--- config.mk ---
export PLATFORM = sky130hd
export DESIGN_NAME = sc_run_controller
export DESIGN_NICKNAME = d
export VERILOG_FILES = /design/src/rtl/sc_run_controller.sv
export SDC_FILE = /design/constraint.sdc
export NUM_CORES = 1
export LEC_CHECK = 0
export CORE_MARGIN = 5
export CORE_UTILIZATION = 45
export DETAILED_ROUTE_END_ITERATION = 7
export PLACE_DENSITY = 0.66
export SYNTH_ARGS = -nofsm -noshare
export SYNTH_HDL_FRONTEND = slang
export SYNTH_SLANG_ARGS = --single-unit
--- constraint.sdc ---
create_clock -name clk -period 6.3 [get_ports clk]
set_input_delay 1.89 -clock clk [delete_from_list [all_inputs] [get_ports clk]]
set_output_delay 1.89 -clock clk [all_outputs]
set_load 0.03 [all_outputs]
--- src/rtl/sc_run_controller.sv ---
// Run sequencer for the single-cycle CPU: holds the CPU in reset, watches the PC for halt/timeout/fault, then freezes it.
// Optional PC history output (last four RUN-cycle PCs) is enabled by defining SC_RUN_PCHIST_EN.
module sc_run_controller #(
    parameter int RESET_CYCLES = 4,
    parameter int HALT_REPEAT  = 3,
    parameter int MAX_CYCLES   = 100000,
    parameter int IMEM_BYTES   = 4096
) (
    input  logic         clk,
    input  logic         rst,
    input  logic         start,
    input  logic [31:0]  cpu_pc,
    output logic         cpu_rst_n,
    output logic         busy,
    output logic         done,
    output logic [1:0]   status,
    output logic [31:0]  final_pc,
    output logic [31:0]  run_cycles
`ifdef SC_RUN_PCHIST_EN
    ,
    output logic [127:0] pc_hist
`endif
);

    localparam logic [1:0] ST_IDLE = 2'd0;
    localparam logic [1:0] ST_HOLD = 2'd1;
    localparam logic [1:0] ST_RUN  = 2'd2;
    localparam logic [1:0] ST_DONE = 2'd3;

    localparam logic [1:0] STAT_NONE    = 2'b00;
    localparam logic [1:0] STAT_HALT    = 2'b01;
    localparam logic [1:0] STAT_TIMEOUT = 2'b10;
    localparam logic [1:0] STAT_FAULT   = 2'b11;

    localparam logic [31:0] HOLD_LAST   = 32'(RESET_CYCLES - 1);
    localparam logic [31:0] HALT_LIMIT  = 32'(HALT_REPEAT);
    localparam logic [31:0] MAX_LIMIT   = 32'(MAX_CYCLES);
    localparam logic [31:0] IMEM_LIMIT  = 32'(IMEM_BYTES);

    logic [1:0]  state_reg,      state_next;
    logic [31:0] hold_cnt_reg,   hold_cnt_next;
    logic        cpu_rst_n_reg,  cpu_rst_n_next;
    logic [1:0]  status_reg,     status_next;
    logic [31:0] final_pc_reg,   final_pc_next;
    logic [31:0] run_cycles_reg, run_cycles_next;
    logic [31:0] prev_pc_reg,    prev_pc_next;
    logic        prev_valid_reg, prev_valid_next;
    logic [31:0] same_cnt_reg,   same_cnt_next;

    logic [31:0] run_cycles_inc;
    logic        pc_repeat;
    logic        pc_fault;
    logic        hit_halt;
    logic        hit_timeout;
    logic        start_accept;

    // Saturating increment: the run length must never wrap back to a small value.
    assign run_cycles_inc = (run_cycles_reg == 32'hFFFF_FFFF) ? run_cycles_reg
                                                               : run_cycles_reg + 32'd1;
    assign pc_repeat    = prev_valid_reg && (cpu_pc == prev_pc_reg);
    assign pc_fault     = (cpu_pc[1:0] != 2'b00) || (cpu_pc >= IMEM_LIMIT);
    assign hit_halt     = pc_repeat && ((same_cnt_reg + 32'd1) >= HALT_LIMIT);
    assign hit_timeout  = run_cycles_inc >= MAX_LIMIT;
    assign start_accept = start && ((state_reg == ST_IDLE) || (state_reg == ST_DONE));

    always_comb begin
        state_next      = state_reg;
        hold_cnt_next   = hold_cnt_reg;
        cpu_rst_n_next  = cpu_rst_n_reg;
        status_next     = status_reg;
        final_pc_next   = final_pc_reg;
        run_cycles_next = run_cycles_reg;
        prev_pc_next    = prev_pc_reg;
        prev_valid_next = prev_valid_reg;
        same_cnt_next   = same_cnt_reg;

        case (state_reg)
            ST_IDLE, ST_DONE: begin
                if (start_accept) begin
                    state_next      = ST_HOLD;
                    hold_cnt_next   = 32'd0;
                    cpu_rst_n_next  = 1'b0;
                    status_next     = STAT_NONE;
                    run_cycles_next = 32'd0;
                    prev_pc_next    = 32'd0;
                    prev_valid_next = 1'b0;
                    same_cnt_next   = 32'd0;
                end
            end
            ST_HOLD: begin
                if (hold_cnt_reg >= HOLD_LAST) begin
                    state_next     = ST_RUN;
                    cpu_rst_n_next = 1'b1;
                end else begin
                    hold_cnt_next = hold_cnt_reg + 32'd1;
                end
            end
            ST_RUN: begin
                run_cycles_next = run_cycles_inc;
                prev_pc_next    = cpu_pc;
                prev_valid_next = 1'b1;
                same_cnt_next   = pc_repeat ? same_cnt_reg + 32'd1 : 32'd0;
                // Fault outranks halt, which outranks timeout, when they land on the same cycle.
                if (pc_fault || hit_halt || hit_timeout) begin
                    state_next     = ST_DONE;
                    cpu_rst_n_next = 1'b0;
                    final_pc_next  = cpu_pc;
                    if (pc_fault) begin
                        status_next = STAT_FAULT;
                    end else if (hit_halt) begin
                        status_next = STAT_HALT;
                    end else begin
                        status_next = STAT_TIMEOUT;
                    end
                end
            end
            default: begin
                state_next     = ST_IDLE;
                cpu_rst_n_next = 1'b0;
            end
        endcase
    end

    always_ff @(posedge clk or negedge rst) begin
        if (!rst) begin
            state_reg      <= ST_IDLE;
            hold_cnt_reg   <= 32'd0;
            cpu_rst_n_reg  <= 1'b0;
            status_reg     <= STAT_NONE;
            final_pc_reg   <= 32'd0;
            run_cycles_reg <= 32'd0;
            prev_pc_reg    <= 32'd0;
            prev_valid_reg <= 1'b0;
            same_cnt_reg   <= 32'd0;
        end else begin
            state_reg      <= state_next;
            hold_cnt_reg   <= hold_cnt_next;
            cpu_rst_n_reg  <= cpu_rst_n_next;
            status_reg     <= status_next;
            final_pc_reg   <= final_pc_next;
            run_cycles_reg <= run_cycles_next;
            prev_pc_reg    <= prev_pc_next;
            prev_valid_reg <= prev_valid_next;
            same_cnt_reg   <= same_cnt_next;
        end
    end

`ifdef SC_RUN_PCHIST_EN
    logic [127:0] pc_hist_reg;

    // Newest PC enters at [31:0]; the window freezes once the run ends.
    always_ff @(posedge clk or negedge rst) begin
        if (!rst) begin
            pc_hist_reg <= '0;
        end else if (start_accept) begin
            pc_hist_reg <= '0;
        end else if (state_reg == ST_RUN) begin
            pc_hist_reg <= {pc_hist_reg[95:0], cpu_pc};
        end
    end

    assign pc_hist = pc_hist_reg;
`endif

    assign cpu_rst_n  = cpu_rst_n_reg;
    assign busy       = (state_reg == ST_HOLD) || (state_reg == ST_RUN);
    assign done       = (state_reg == ST_DONE);
    assign status     = status_reg;
    assign final_pc   = final_pc_reg;
    assign run_cycles = run_cycles_reg;

endmodule

==> impl_summary.txt <==
----------------------------------------------------
[Yosys]
  Syn nets ... 1053
  Syn avg cell area ... 9.21 um2
  Number of enable flip-flop cells after synthesis ... 0
  Number of flip-flops and latches in the synthesized netlist ... 166
  Primary FF master, synth ... sky130_fd_sc_hd__dfrtp_1
  Total number of yosys warnings ... 0
  Post-synth ARST share ... 100%
  Post-synthesis instance total ... 1010
  Number of different library cells in the post-synthesis netlist ... 71
  Share of the yosys chip area belonging to registers ... 44.6%
  Area of the mapped netlist ... 9310 um2

[Floorplanning]
  Die width ... 154 um
  Core box area ... 20300 um2
  Cell Rows ... 52
  Initial Util ... 45.8%
  Vert. Die Dim ... 154 um
  Die Area ... 23700 um2
  I/O pin count ... 104

[Global route]
  Vias in the first global route ... 7834
  Pin count of the biggest net entering global routing ... 167
  First-pass GRT wire length ... 41000 um
  Global-route usage over all layers ... 20.6%
  Total congestion overflow ... 0
  Number of antenna violations at the first check in global routing ... 1

[Finish]
  Highest-count cells in the layout ignoring fill and taps ... 166 x sky130_fd_sc_hd__dfrtp_1, 103 x sky130_fd_sc_hd__nor2_1, 102 x sky130_fd_sc_hd__clkdlybuf4s50_1
  Number of diodes ... 0
  Filler Cells Inserted ... 1854
  Commonest non-fill, non-tap cell in the layout ... sky130_fd_sc_hd__dfrtp_1
  Register area ... 4150 um2
  Multi-input gate area ... 4850 um2
  Fraction of layout cells with a size suffix above 1 ... 6.34%
  Growth of design area from synthesis to finish ... 19.6%
  Nets ... 1119

[Power and ir drop]
  Power Total ... 4010 uW
  Worst vdd ir ... 275 uV
  PD cells ... 360 nW/um2
  Leakage power ... 0.00454 uW

[Critical path]
  Critical-path cell with the highest stage delay ... sky130_fd_sc_hd__or4b_2
  Critical-path maximum fanout ... 47
  Worst Path Buf+Inv ... 3
  Required time of the critical path ... 6.66 ns
  CP max stage delay ... 0.70 ns
  Endpoint arrival time on the critical path ... 5.38 ns
  R2R Path Start ... run_cycles[24]
  Launch point of the critical path ... cpu_pc[30]
  Element type at the critical path end ... flop
  Startpoint-to-endpoint class of the critical path ... primary input to flop
  Worst path top cell family by delay ... simple AND/OR/NAND/NOR gates
  Startpoint kind of the worst setup timing path ... primary input
  Cell chain of the critical path ... clkdlybuf4s50_1 > xor2_1 > nor4_1 > nand4_1 > or4b_2 > nor4_2 > buf_4 > nand2_1 > buf_4 > or4_1 > nand2_1

[Placement]
  Count of buffers from port buffering ... 103
  Routability-driven placement congestion ratio ... 0.961
  DPL Wire Length ... 16500 um

[Run]
  Max-cap violations ... 0

[Clocking]
  CTS tree ... yes
  Clock transition at path regs ... 0.07 ns
  Total of cells resized after clock tree synthesis ... 0
  Clock network latency to the later pin of the worst-skew pair ... 0.43 ns
  Number of levels the H-tree was split into ... 4
  Hold buffers post-CTS ... 0
  Buffers inserted by post-CTS timing repair ... 0
  Sinks on Clock Net ... 166
  Cell chosen for the clock root ... sky130_fd_sc_hd__clkbuf_16
  Number of buffers created by CTS ... 17
  Maximum buffer depth of the clock tree ... 2

[Timing]
  RSZ-0062 raised after global routing ... no
  Setup TNS ... 0 ns
  Slew at the pin with the worst max-slew slack ... 1.11 ns
  Highest Clock Rate ... 0.199 GHz
  Setup skew after layout ... 0.0131 ns
  Number of failing hold endpoints at the final stage ... 0
  Max-slew violation count ... 0
  Setup Viol. Count Final ... 0
  Portion of the clock cycle consumed by the worst path in the final layout ... 79.7%
  Min Clock Period, post-route ... 5.02 ns
  Normalized max-slew margin ... 25.9%

[Drt]
  Vias post-DR ... 8183
  Iteration-0 DRC Markers ... 628
  First-pass iteration count of the detailed router ... 8
  DRC violations left ... 0
  Post-detailed-route wirelength per cell ... 18.1 um
  Count of nets left with antenna violations after detail routing ... 0
  Routed wire length ... 24600 um
  Routed via count divided by cell count ... 6.02

[Min path]
  HP Class ... flop to flop
  Hold Startpoint ... final_pc[7]

[Outcome]
  Outcome ... completed

----------------------------------------------------
cell families (layout without fill, tap and decap cells):
group	after synthesis	count (layout)	share of synthesized area (%)
AOI/OAI and AO/OA	282	282	20.8
muxes	22	22	2.59
xor gates and xnor gates	42	42	3.95
DFF	166	166	44.6
adders and majority gates	8	8	1.08
buffers and inverters	78	157	3.36
and+or+nand+nor	412	412	23.6
routing by layer:
layer	track usage [%]	share of wire, %	wire, um
met1	29.5	48	11700
met2	32.2	46	11200
met3	4.13	5.2	1270
met4	5.09	1.4	343
met5	0	0.053	13
synthesized netlist by cell type (all sizes together), types with 4 or more instances:
library cell / count / share of area (%)
dfrtp: 166 / 45
nor2: 104 / 4.2
o21ai: 93 / 5.2
nand2: 72 / 2.9
a22o: 55 / 5.2
clkbuf: 49 / 2.0
nand3: 46 / 2.5
nor4: 37 / 2.8
nand4: 36 / 2.5
o31ai: 30 / 2.4
xor2: 29 / 2.7
a21oi: 28 / 1.5
a31oi: 28 / 2.0
and3: 28 / 1.9
nor3: 21 / 1.1
buf: 18 / 0.94
and4: 14 / 1.3
mux2: 14 / 1.7
xnor2: 13 / 1.2
inv: 11 / 0.44
o41ai: 10 / 0.94
and2: 9 / 0.60
ha: 8 / 1.1
mux2i: 8 / 0.86
nand2b: 8 / 0.54
or3: 7 / 0.47
a211oi: 5 / 0.40
a41oi: 5 / 0.47
nand4b: 5 / 0.47
a311oi: 4 / 0.38
nand3b: 4 / 0.32
or4: 4 / 0.36
metrics by stage:
| step | std cells | setup WS, ns | cell area [um2] | hold slack (ns) | utilization, % |
|---|---|---|---|---|---|
| 6_report | 1359 | 1.28 | 11100 | 0.493 | 54.8 |
| 5_1_grt | 1359 | 1.17 | 11100 | 0.519 | 54.8 |
| 4_1_cts | 1359 | 1.31 | 11100 | 0.497 | 54.8 |
| 3_5_place_dp | 1327 | 0.866 | 10500 | 0.481 | 51.8 |
| 3_3_place_gp | 1327 | 0.893 | 10500 | 0.473 | 51.8 |
| 2_1_floorplan | 1010 | 1.83 | 9310 | 0.464 | - |
where the power goes:
part / total (uW) / internal [uW] / leakage, uW / switching (uW)
Clock: 1100 / 614 / 0.000297 / 488
Sequential: 1370 / 1250 / 0.00223 / 120
Combinational: 1530 / 562 / 0.00201 / 972
path summary, 6_finish.rpt:
kind / end / slack [ns] / cells past startpoint
max: same_cnt_reg[31] / 1.28 / 11
min: final_pc[7] / 0.49 / 1
max reg2reg: final_pc[2] / 1.87 / 10
min reg2reg: final_pc[7] / 0.49 / 1
max in group asynchronous: hold_cnt_reg[20] / 4.01 / 2
min in group asynchronous: same_cnt_reg[4] / 1.52 / 2
final cells by class:
type / count / area share (%)
multi-input combinational: 766 / 43.6
clock buffer: 18 / 3.95
tap: 270 / 3.04
clock inverter: 14 / 1.60
sequential: 166 / 37.3
inverter: 11 / 0.371
timing repair buffer: 114 / 10.1
(Power assumes the default switching activity.)
